===== src/rtl/v_sequential_store.sv =====
// Sequential store path: buffers ShuffleUnit nibble entries and serialises them
// into AXI W beats, realigning between entry nibble pointer and bus nibble offset.
module v_sequential_store #(
  parameter  int unsigned NrLaneEntriesNbs = 64,
  parameter  int unsigned AxiDataWidth     = 128,
  localparam int unsigned BusNbs           = AxiDataWidth / 4,
  localparam int unsigned BNS              = $clog2(BusNbs),
  localparam int unsigned PtrW             = $clog2(NrLaneEntriesNbs)
) (
  input  logic                          clk_i,
  input  logic                          rst_i,
  // nibble entry from ShuffleUnit
  input  logic                          rx_shfu_valid_i,
  output logic                          rx_shfu_ready_o,
  input  logic [NrLaneEntriesNbs*4-1:0] rx_shfu_nb_i,
  input  logic [NrLaneEntriesNbs-1:0]   rx_shfu_en_i,
  // start nibble pointer
  input  logic                          meta_glb_valid_i,
  output logic                          meta_glb_ready_o,
  input  logic [PtrW-1:0]               meta_seq_nb_ptr_i,
  // per-beat transaction control
  input  logic                          txn_ctrl_valid_i,
  output logic                          txn_ctrl_ready_o,
  input  logic [BNS-1:0]                txn_addr_lo_i,
  input  logic [BNS:0]                  txn_lbn_i,
  input  logic [7:0]                    txn_rmn_beat_i,
  input  logic                          txn_is_head_i,
  input  logic                          txn_is_final_i,
  // AXI W channel
  output logic                          axi_w_valid_o,
  input  logic                          axi_w_ready_i,
  output logic [AxiDataWidth-1:0]       axi_w_data_o,
  output logic [AxiDataWidth/8-1:0]     axi_w_strb_o,
  output logic                          axi_w_last_o
);

  localparam int unsigned EntW  = NrLaneEntriesNbs * 4;
  localparam int unsigned StrbW = AxiDataWidth / 8;
  localparam int unsigned CntBW = BNS + 1;
  localparam int unsigned CntW  = ((BNS + 2) > (PtrW + 2)) ? (BNS + 2) : (PtrW + 2);

  localparam logic [0:0] S_IDLE   = 1'b0;
  localparam logic [0:0] S_SERIAL = 1'b1;

  logic [0:0] state_q, state_d;

  // SeqBuf: two entries, pointers carry a wrap flag above the index bit
  logic [EntW-1:0]             seq_data_q [2];
  logic [NrLaneEntriesNbs-1:0] seq_en_q   [2];
  logic [1:0]                  wr_ptr_q, rd_ptr_q;
  logic                        seq_empty, seq_full, enq, deq;

  logic [PtrW-1:0]  seq_nb_ptr_q, seq_nb_ptr_d;
  logic [CntBW-1:0] bus_nb_cnt_q, bus_nb_cnt_d;

  // W staging register
  logic [AxiDataWidth-1:0] w_data_q, w_data_d;
  logic [BusNbs-1:0]       written_q, written_d;
  logic                    w_last_q, w_last_d;
  logic                    w_valid_q, w_valid_d;
  logic                    w_fire;

  logic [CntW-1:0] lower, upper, bus_valid, seq_valid, nb_n, bus_start;
  logic [AxiDataWidth-1:0] bus_data_sh;
  logic [BusNbs-1:0]       bus_en_sh, win_mask, wr_mask;
  logic                    final_beat, commit, complete, meta_ready, txn_ready;

  assign seq_empty = (wr_ptr_q == rd_ptr_q);
  assign seq_full  = (wr_ptr_q[1] != rd_ptr_q[1]) && (wr_ptr_q[0] == rd_ptr_q[0]);

  assign rx_shfu_ready_o  = !seq_full && !rst_i;
  assign enq              = rx_shfu_valid_i && rx_shfu_ready_o;
  assign meta_glb_ready_o = meta_ready && !rst_i;
  assign txn_ctrl_ready_o = txn_ready && !rst_i;

  assign axi_w_valid_o = w_valid_q && !rst_i;
  assign axi_w_data_o  = w_data_q;
  assign axi_w_last_o  = w_last_q;
  assign w_fire        = axi_w_valid_o && axi_w_ready_i;

  // Byte strobe follows the low nibble of each byte
  always_comb begin
    axi_w_strb_o = '0;
    for (int j = 0; j < StrbW; j++) begin
      axi_w_strb_o[j] = written_q[2*j];
    end
  end

  // Commit arithmetic, one bit wider than any operand so nothing wraps
  always_comb begin
    lower      = txn_is_head_i ? CntW'(txn_addr_lo_i) : '0;
    upper      = (txn_rmn_beat_i == 8'd0) ? CntW'(txn_lbn_i) : CntW'(BusNbs);
    bus_valid  = upper - lower - CntW'(bus_nb_cnt_q);
    seq_valid  = CntW'(NrLaneEntriesNbs) - CntW'(seq_nb_ptr_q);
    nb_n       = (bus_valid < seq_valid) ? bus_valid : seq_valid;
    bus_start  = lower + CntW'(bus_nb_cnt_q);
    final_beat = txn_is_final_i && (txn_rmn_beat_i == 8'd0);
  end

  // Realign head entry onto the bus and build the nibble write window
  always_comb begin
    bus_data_sh = AxiDataWidth'(seq_data_q[rd_ptr_q[0]] >> {seq_nb_ptr_q, 2'b00})
                  << {bus_start, 2'b00};
    bus_en_sh   = BusNbs'(seq_en_q[rd_ptr_q[0]] >> seq_nb_ptr_q) << bus_start;
    win_mask    = '0;
    for (int i = 0; i < BusNbs; i++) begin
      win_mask[i] = (CntW'(i) >= bus_start) && (CntW'(i) < bus_start + nb_n);
    end
    wr_mask = win_mask & bus_en_sh;
  end

  assign commit = (state_q == S_SERIAL) && txn_ctrl_valid_i && !seq_empty &&
                  (!w_valid_q || axi_w_ready_i);

  // Next-state and control
  always_comb begin
    state_d      = state_q;
    seq_nb_ptr_d = seq_nb_ptr_q;
    bus_nb_cnt_d = bus_nb_cnt_q;
    meta_ready   = 1'b0;
    txn_ready    = 1'b0;
    complete     = 1'b0;
    deq          = 1'b0;
    case (state_q)
      S_IDLE: begin
        if (txn_ctrl_valid_i && meta_glb_valid_i) begin
          meta_ready   = 1'b1;
          seq_nb_ptr_d = meta_seq_nb_ptr_i;
          bus_nb_cnt_d = '0;
          state_d      = S_SERIAL;
        end
      end
      S_SERIAL: begin
        if (commit) begin
          if (bus_valid > seq_valid) begin
            // entry exhausted before the beat fills: keep accumulating
            deq          = 1'b1;
            seq_nb_ptr_d = '0;
            bus_nb_cnt_d = bus_nb_cnt_q + CntBW'(nb_n);
          end else begin
            complete     = 1'b1;
            txn_ready    = 1'b1;
            bus_nb_cnt_d = '0;
            seq_nb_ptr_d = seq_nb_ptr_q + PtrW'(nb_n);
            if ((bus_valid == seq_valid) || final_beat) begin
              deq          = 1'b1;
              seq_nb_ptr_d = '0;
            end
            if (final_beat) begin
              state_d = S_IDLE;
            end
          end
        end
      end
      default: state_d = S_IDLE;
    endcase
  end

  // Staging update: a departing beat clears first, then the commit merges in
  always_comb begin
    w_data_d  = w_fire ? '0 : w_data_q;
    written_d = w_fire ? '0 : written_q;
    w_valid_d = w_fire ? 1'b0 : w_valid_q;
    w_last_d  = w_last_q;
    if (commit) begin
      for (int i = 0; i < BusNbs; i++) begin
        if (wr_mask[i]) begin
          w_data_d[i*4 +: 4] = bus_data_sh[i*4 +: 4];
        end
      end
      written_d = written_d | wr_mask;
    end
    if (complete) begin
      w_valid_d = 1'b1;
      w_last_d  = (txn_rmn_beat_i == 8'd0);
    end
  end

  always_ff @(posedge clk_i) begin
    if (rst_i) begin
      state_q <= S_IDLE;
    end else begin
      state_q <= state_d;
    end
  end

  always_ff @(posedge clk_i) begin
    if (rst_i) begin
      wr_ptr_q     <= '0;
      rd_ptr_q     <= '0;
      seq_nb_ptr_q <= '0;
      bus_nb_cnt_q <= '0;
      w_data_q     <= '0;
      written_q    <= '0;
      w_last_q     <= 1'b0;
      w_valid_q    <= 1'b0;
    end else begin
      if (enq) wr_ptr_q <= wr_ptr_q + 2'd1;
      if (deq) rd_ptr_q <= rd_ptr_q + 2'd1;
      seq_nb_ptr_q <= seq_nb_ptr_d;
      bus_nb_cnt_q <= bus_nb_cnt_d;
      w_data_q     <= w_data_d;
      written_q    <= written_d;
      w_last_q     <= w_last_d;
      w_valid_q    <= w_valid_d;
    end
  end

  // Entry storage needs no reset; pointers define validity
  always_ff @(posedge clk_i) begin
    if (enq) begin
      seq_data_q[wr_ptr_q[0]] <= rx_shfu_nb_i;
      seq_en_q[wr_ptr_q[0]]   <= rx_shfu_en_i;
    end
  end

  always_ff @(posedge clk_i) begin
    if (!rst_i && (state_q == S_SERIAL) && txn_ctrl_valid_i) begin
      assert (upper <= CntW'(BusNbs))
        else $error("upper nibble bound exceeds bus width");
      assert (bus_valid <= CntW'(BusNbs))
        else $error("bus_valid exceeds bus width");
      assert (seq_valid <= CntW'(NrLaneEntriesNbs))
        else $error("seq_valid exceeds entry width");
    end
    if (!rst_i && w_valid_q) begin
      for (int j = 0; j < StrbW; j++) begin
        assert (written_q[2*j] == written_q[2*j+1])
          else $error("partial byte written in W beat");
      end
    end
  end

endmodule


===== config.mk =====
export PLATFORM = sky130hd
export DESIGN_NAME = v_sequential_store
export DESIGN_NICKNAME = d
export VERILOG_FILES = /design/src/rtl/v_sequential_store.sv
export SDC_FILE = /design/constraint.sdc
export NUM_CORES = 2
export LEC_CHECK = 0
export CELL_PAD_IN_SITES_DETAIL_PLACEMENT = 1
export CELL_PAD_IN_SITES_GLOBAL_PLACEMENT = 1
export CORE_ASPECT_RATIO = 0.7
export CORE_MARGIN = 2
export CORE_UTILIZATION = 30
export DETAILED_ROUTE_END_ITERATION = 8
export PLACE_DENSITY = 0.53
export SYNTH_ARGS = -nofsm -noshare
export SYNTH_HDL_FRONTEND = slang
export SYNTH_SLANG_ARGS = --single-unit

===== constraint.sdc =====
create_clock -name clk_i -period 19.71 [get_ports clk_i]
set_clock_uncertainty 0.05 [all_clocks]
set_input_delay 3.942 -clock clk_i [delete_from_list [all_inputs] [get_ports clk_i]]
set_output_delay 3.942 -clock clk_i [all_outputs]
set_load 0.05 [all_outputs]

==> results.sh <==
export IMPL_status="finished with violations"
export IMPL_violations="max-capacitance violations, max-slew violations"
export IMPL_timing_fmax_mhz=69.82
export IMPL_worstMarginPinSlew_ns=1.572
export IMPL_syn_area_per_cell_um2=10.27
export IMPL_synth_ff_type="edfxtp_1"
export IMPL_startpoint_type="primary input"
export IMPL_drt_iter0_markers=10548
export IMPL_synth_distinct_cells=116
export IMPL_hpwl_um=371900
export IMPL_min_period_ns=14.32
export IMPL_grt_pass1_vias=66048
export IMPL_synth_seq_cells=804
export IMPL_io_pins=502
export IMPL_power_share_switching_pct=45.05
export IMPL_grt_pass1_wl_um=624400
export IMPL_synth_edf_count=640
export IMPL_fp_dieW_um=562.7
export IMPL_syn_nets=6781
export IMPL_switching_power_mw=3.046
export IMPL_cts_inserted_buffers=87
export IMPL_cts_hold_buf=0
export IMPL_regArea_um2=22520
export IMPL_fin_ws_ns=5.387
export IMPL_async_flop_share_pct=0
export IMPL_endpoint_kind="output port"
export IMPL_cts_root_buf="clkbuf_16"
export IMPL_yosysMostFrequentCell="edfxtp_1"
export IMPL_pre_cts_slack_ns=5.400
export IMPL_pwr_share_seq_pct=28.7
export IMPL_avgViaCountPerCell=7.093
export IMPL_yosysTopAreaCell="edfxtp_1"
export IMPL_reg2reg_depth=23
export IMPL_holdPathEnd="written_q[6]$_SDFF_PP0_"
export IMPL_fin_setup_tns_ns=0
export IMPL_slew_limit_headroom_pct=-5.193
export IMPL_yosys_warnings=0
export IMPL_crit_slowest_cell="clkdlybuf4s50_1"
export IMPL_cts_sinks=804
export IMPL_grt_overflow=0
export IMPL_insertion_delay_ns=0.77
export IMPL_syn_area_um2=65560
export IMPL_r2r_end="axi_w_data_o[73]$_SDFF_PP0_"
export IMPL_cp_arrival_ns=10.33
export IMPL_cts_tree="yes"
export IMPL_path_class="primary input to output port"
export IMPL_cts_setup_buffers=0
export IMPL_finalInstanceArea_um2=77120
export IMPL_placed_area_um2=74070
export IMPL_rsz0062_at_grt="false"
export IMPL_grt_max_degree=118
export IMPL_critical_path_max_stage_delay_ns=0.81
export IMPL_wl_per_cell_um=48.78
export IMPL_clkTransAtPathRegs_ns=0.06
export IMPL_die_h_um=395.1
export IMPL_rows=143
export IMPL_postSynthCellCount=6381
export IMPL_vias=68670
export IMPL_worstHoldStart="written_q[6]$_SDFF_PP0_"
export IMPL_ys_seq_area_share_pct=34.32
export IMPL_fin_nets=7093
export IMPL_hold_depth=2
export IMPL_antenna_found_initial=64
export IMPL_slew_violations=13
export IMPL_gp_congestion=1.058
export IMPL_multi_input_area_um2=40330
export IMPL_leakage_nw=24.82
export IMPL_area_growth_pct=17.64
export IMPL_drtPass1Iterations=7
export IMPL_cap_violations=3
export IMPL_initial_core_util_pct=30.21
export IMPL_htree_levels=3
export IMPL_synth_top_area_share_pct=29.32
export IMPL_r2r_slack_ns=10.36
export IMPL_critPathRequiredTime_ns=15.72
export IMPL_post_route_period_util_pct=72.67
export IMPL_cts_resized_gates=0
export IMPL_wirelength_um=472300
export IMPL_share_comb_of_total_power_pct=45.2
export IMPL_r2r_start="seq_nb_ptr_q[0]$_SDFFE_PP0P_"
export IMPL_synth_area_top_cells="edfxtp_1 (29%), mux4_2 (14%), mux2i_1 (7.2%)"
export IMPL_synth_common_cells="edfxtp_1 (640), nand2_1 (508), mux2i_1 (470)"
export IMPL_drive_gt1_share_pct=17.88
export IMPL_power_density_nw_per_um2=87.68
export IMPL_fin_util_pct=35.53
export IMPL_antenna_left=0
export IMPL_hold_class="flop to flop"
export IMPL_portBuffers=501
export IMPL_peakVddDrop_v=0.00006821
export IMPL_finalPower_mw=6.762
export IMPL_clockPowerShare_pct=26.2
export IMPL_finalSetupViolations=0
export IMPL_path_cells="clkdlybuf4s50_1 -> or4_1 -> nor2_1 -> nand2_1 -> ha_1 -> inv_1 -> fa_1 -> ha_1 -> nor2b_1 -> o21ai_0 -> a21boi_0 -> o21a_1 -> nor2_1 -> xnor2_1 -> ha_1 -> a21o_1 -> a21oi_1 -> o21ai_0 -> a211oi_2 -> nand2b_1 -> nand2b_1 -> nor2_1 -> clkdlybuf4s50_1"
export IMPL_num_fill_cells=23937
export IMPL_cts_path_max_buffers=3
export IMPL_finalHoldViolCount=0
export IMPL_grtUsageTotal_pct=41.13
export IMPL_drc=0
export IMPL_die_area_um2=222300
export IMPL_cp_max_fo=14
export IMPL_power_internal_mw=3.716
export IMPL_core_um2=217000
[power by group through the flow]
stage                     clock (mW)  combinational [mW]  sequential [mW]
final                           1.77                3.05             1.94
after CTS                       1.81                2.89             1.94
after global placement             0                2.89             1.97
after floorplan                    0                1.42             1.99
after detailed placement           0                2.87             1.97
after global routing            1.86                3.04             1.94
[critical path, delay by kind of cell]
| kind | cells | cell delay [ns] |
|---|---|---|
| xor+xnor | 1 | 0.18 |
| compound gates | 7 | 1.79 |
| simple gates | 8 | 1.85 |
| buf+inv | 3 | 1.32 |
| fa+ha+maj | 4 | 1.25 |
[layer usage]
metal  part of all wire, %  vias up  track usage, %
met2                    41     4755           59.32
met4                   4.7       48           16.49
li1                      -    26631               -
met1                    42    36289           56.45
met3                    12      947           13.24
met5                 0.068        -               0
[state kept, by name (all words and copies together) (netlist names), named ones only]
signal and cells:
state_q 1, seq_nb_ptr_q 6, written_q 16, seq_en_q 128, wr_ptr_q 2, axi_w_last_o 1, rd_ptr_q 2, axi_w_data_o 128
seq_data_q 512, bus_nb_cnt_q 6, w_valid_q 1
[final cells by class]
class	instances	share of cell area (%)
Antenna cell	19	0.06165
Clock inverter	55	0.9475
Tap cell	2900	4.705
Timing Repair Buffer	805	9.588
Clock buffer	104	2.945
Multi-Input combinational cell	4948	52.29
Inverter	47	0.2563
Sequential cell	804	29.20
[layout by cell type (no fill, tap or decap), drive strengths merged, types with 206 or more instances in the layout]
master / netlist / routed
edfxtp: 640 / 640
nand2: 508 / 508
clkdlybuf4s50: 0 / 500
mux2i: 474 / 474
nor2: 453 / 453
mux4: 394 / 394
o21ai: 340 / 340
buf: 256 / 305
o22ai: 291 / 291
a21oi: 255 / 255
mux2: 210 / 210
a22oi: 206 / 206
[worst max-delay path by stage]
stage                      start                         end  slack (ns)  depth (start not counted)
2_1_floorplan              rst_i  seq_data_q[0][0]$_DFFE_PP_        0.38                          3
3_3_place_gp   txn_rmn_beat_i[5]            txn_ctrl_ready_o        5.31                         23
3_5_place_dp   txn_rmn_beat_i[5]            txn_ctrl_ready_o        5.40                         23
4_1_cts        txn_rmn_beat_i[5]            txn_ctrl_ready_o        5.35                         23
5_1_grt        txn_rmn_beat_i[5]            txn_ctrl_ready_o        4.96                         23
6_report       txn_rmn_beat_i[5]            txn_ctrl_ready_o        5.39                         23
[kinds of logic after synthesis]
kind of cell | after synthesis | synth area share, %
AOI/OAI and AO/OA | 2080 | 22.67
xor gates and xnor gates | 31 | 0.4142
buffers and inverters | 629 | 4.840
adders and majority gates | 47 | 0.9658
DFF | 804 | 34.32
and+or+nand+nor | 1712 | 12.37
muxes | 1078 | 24.41
[through the flow]
| step | instances | hold slack, ns |
|---|---|---|
| 3_3_place_gp | 9504 | 0.3963 |
| 5_1_grt | 9664 | 0.4199 |
| 2_1_floorplan | 6381 | 0.4484 |
| 3_5_place_dp | 9504 | 0.3974 |
| 6_report | 9682 | 0.4069 |
| 4_1_cts | 9663 | 0.4074 |
No activity file was read; power rests on OpenSTA's default activity.
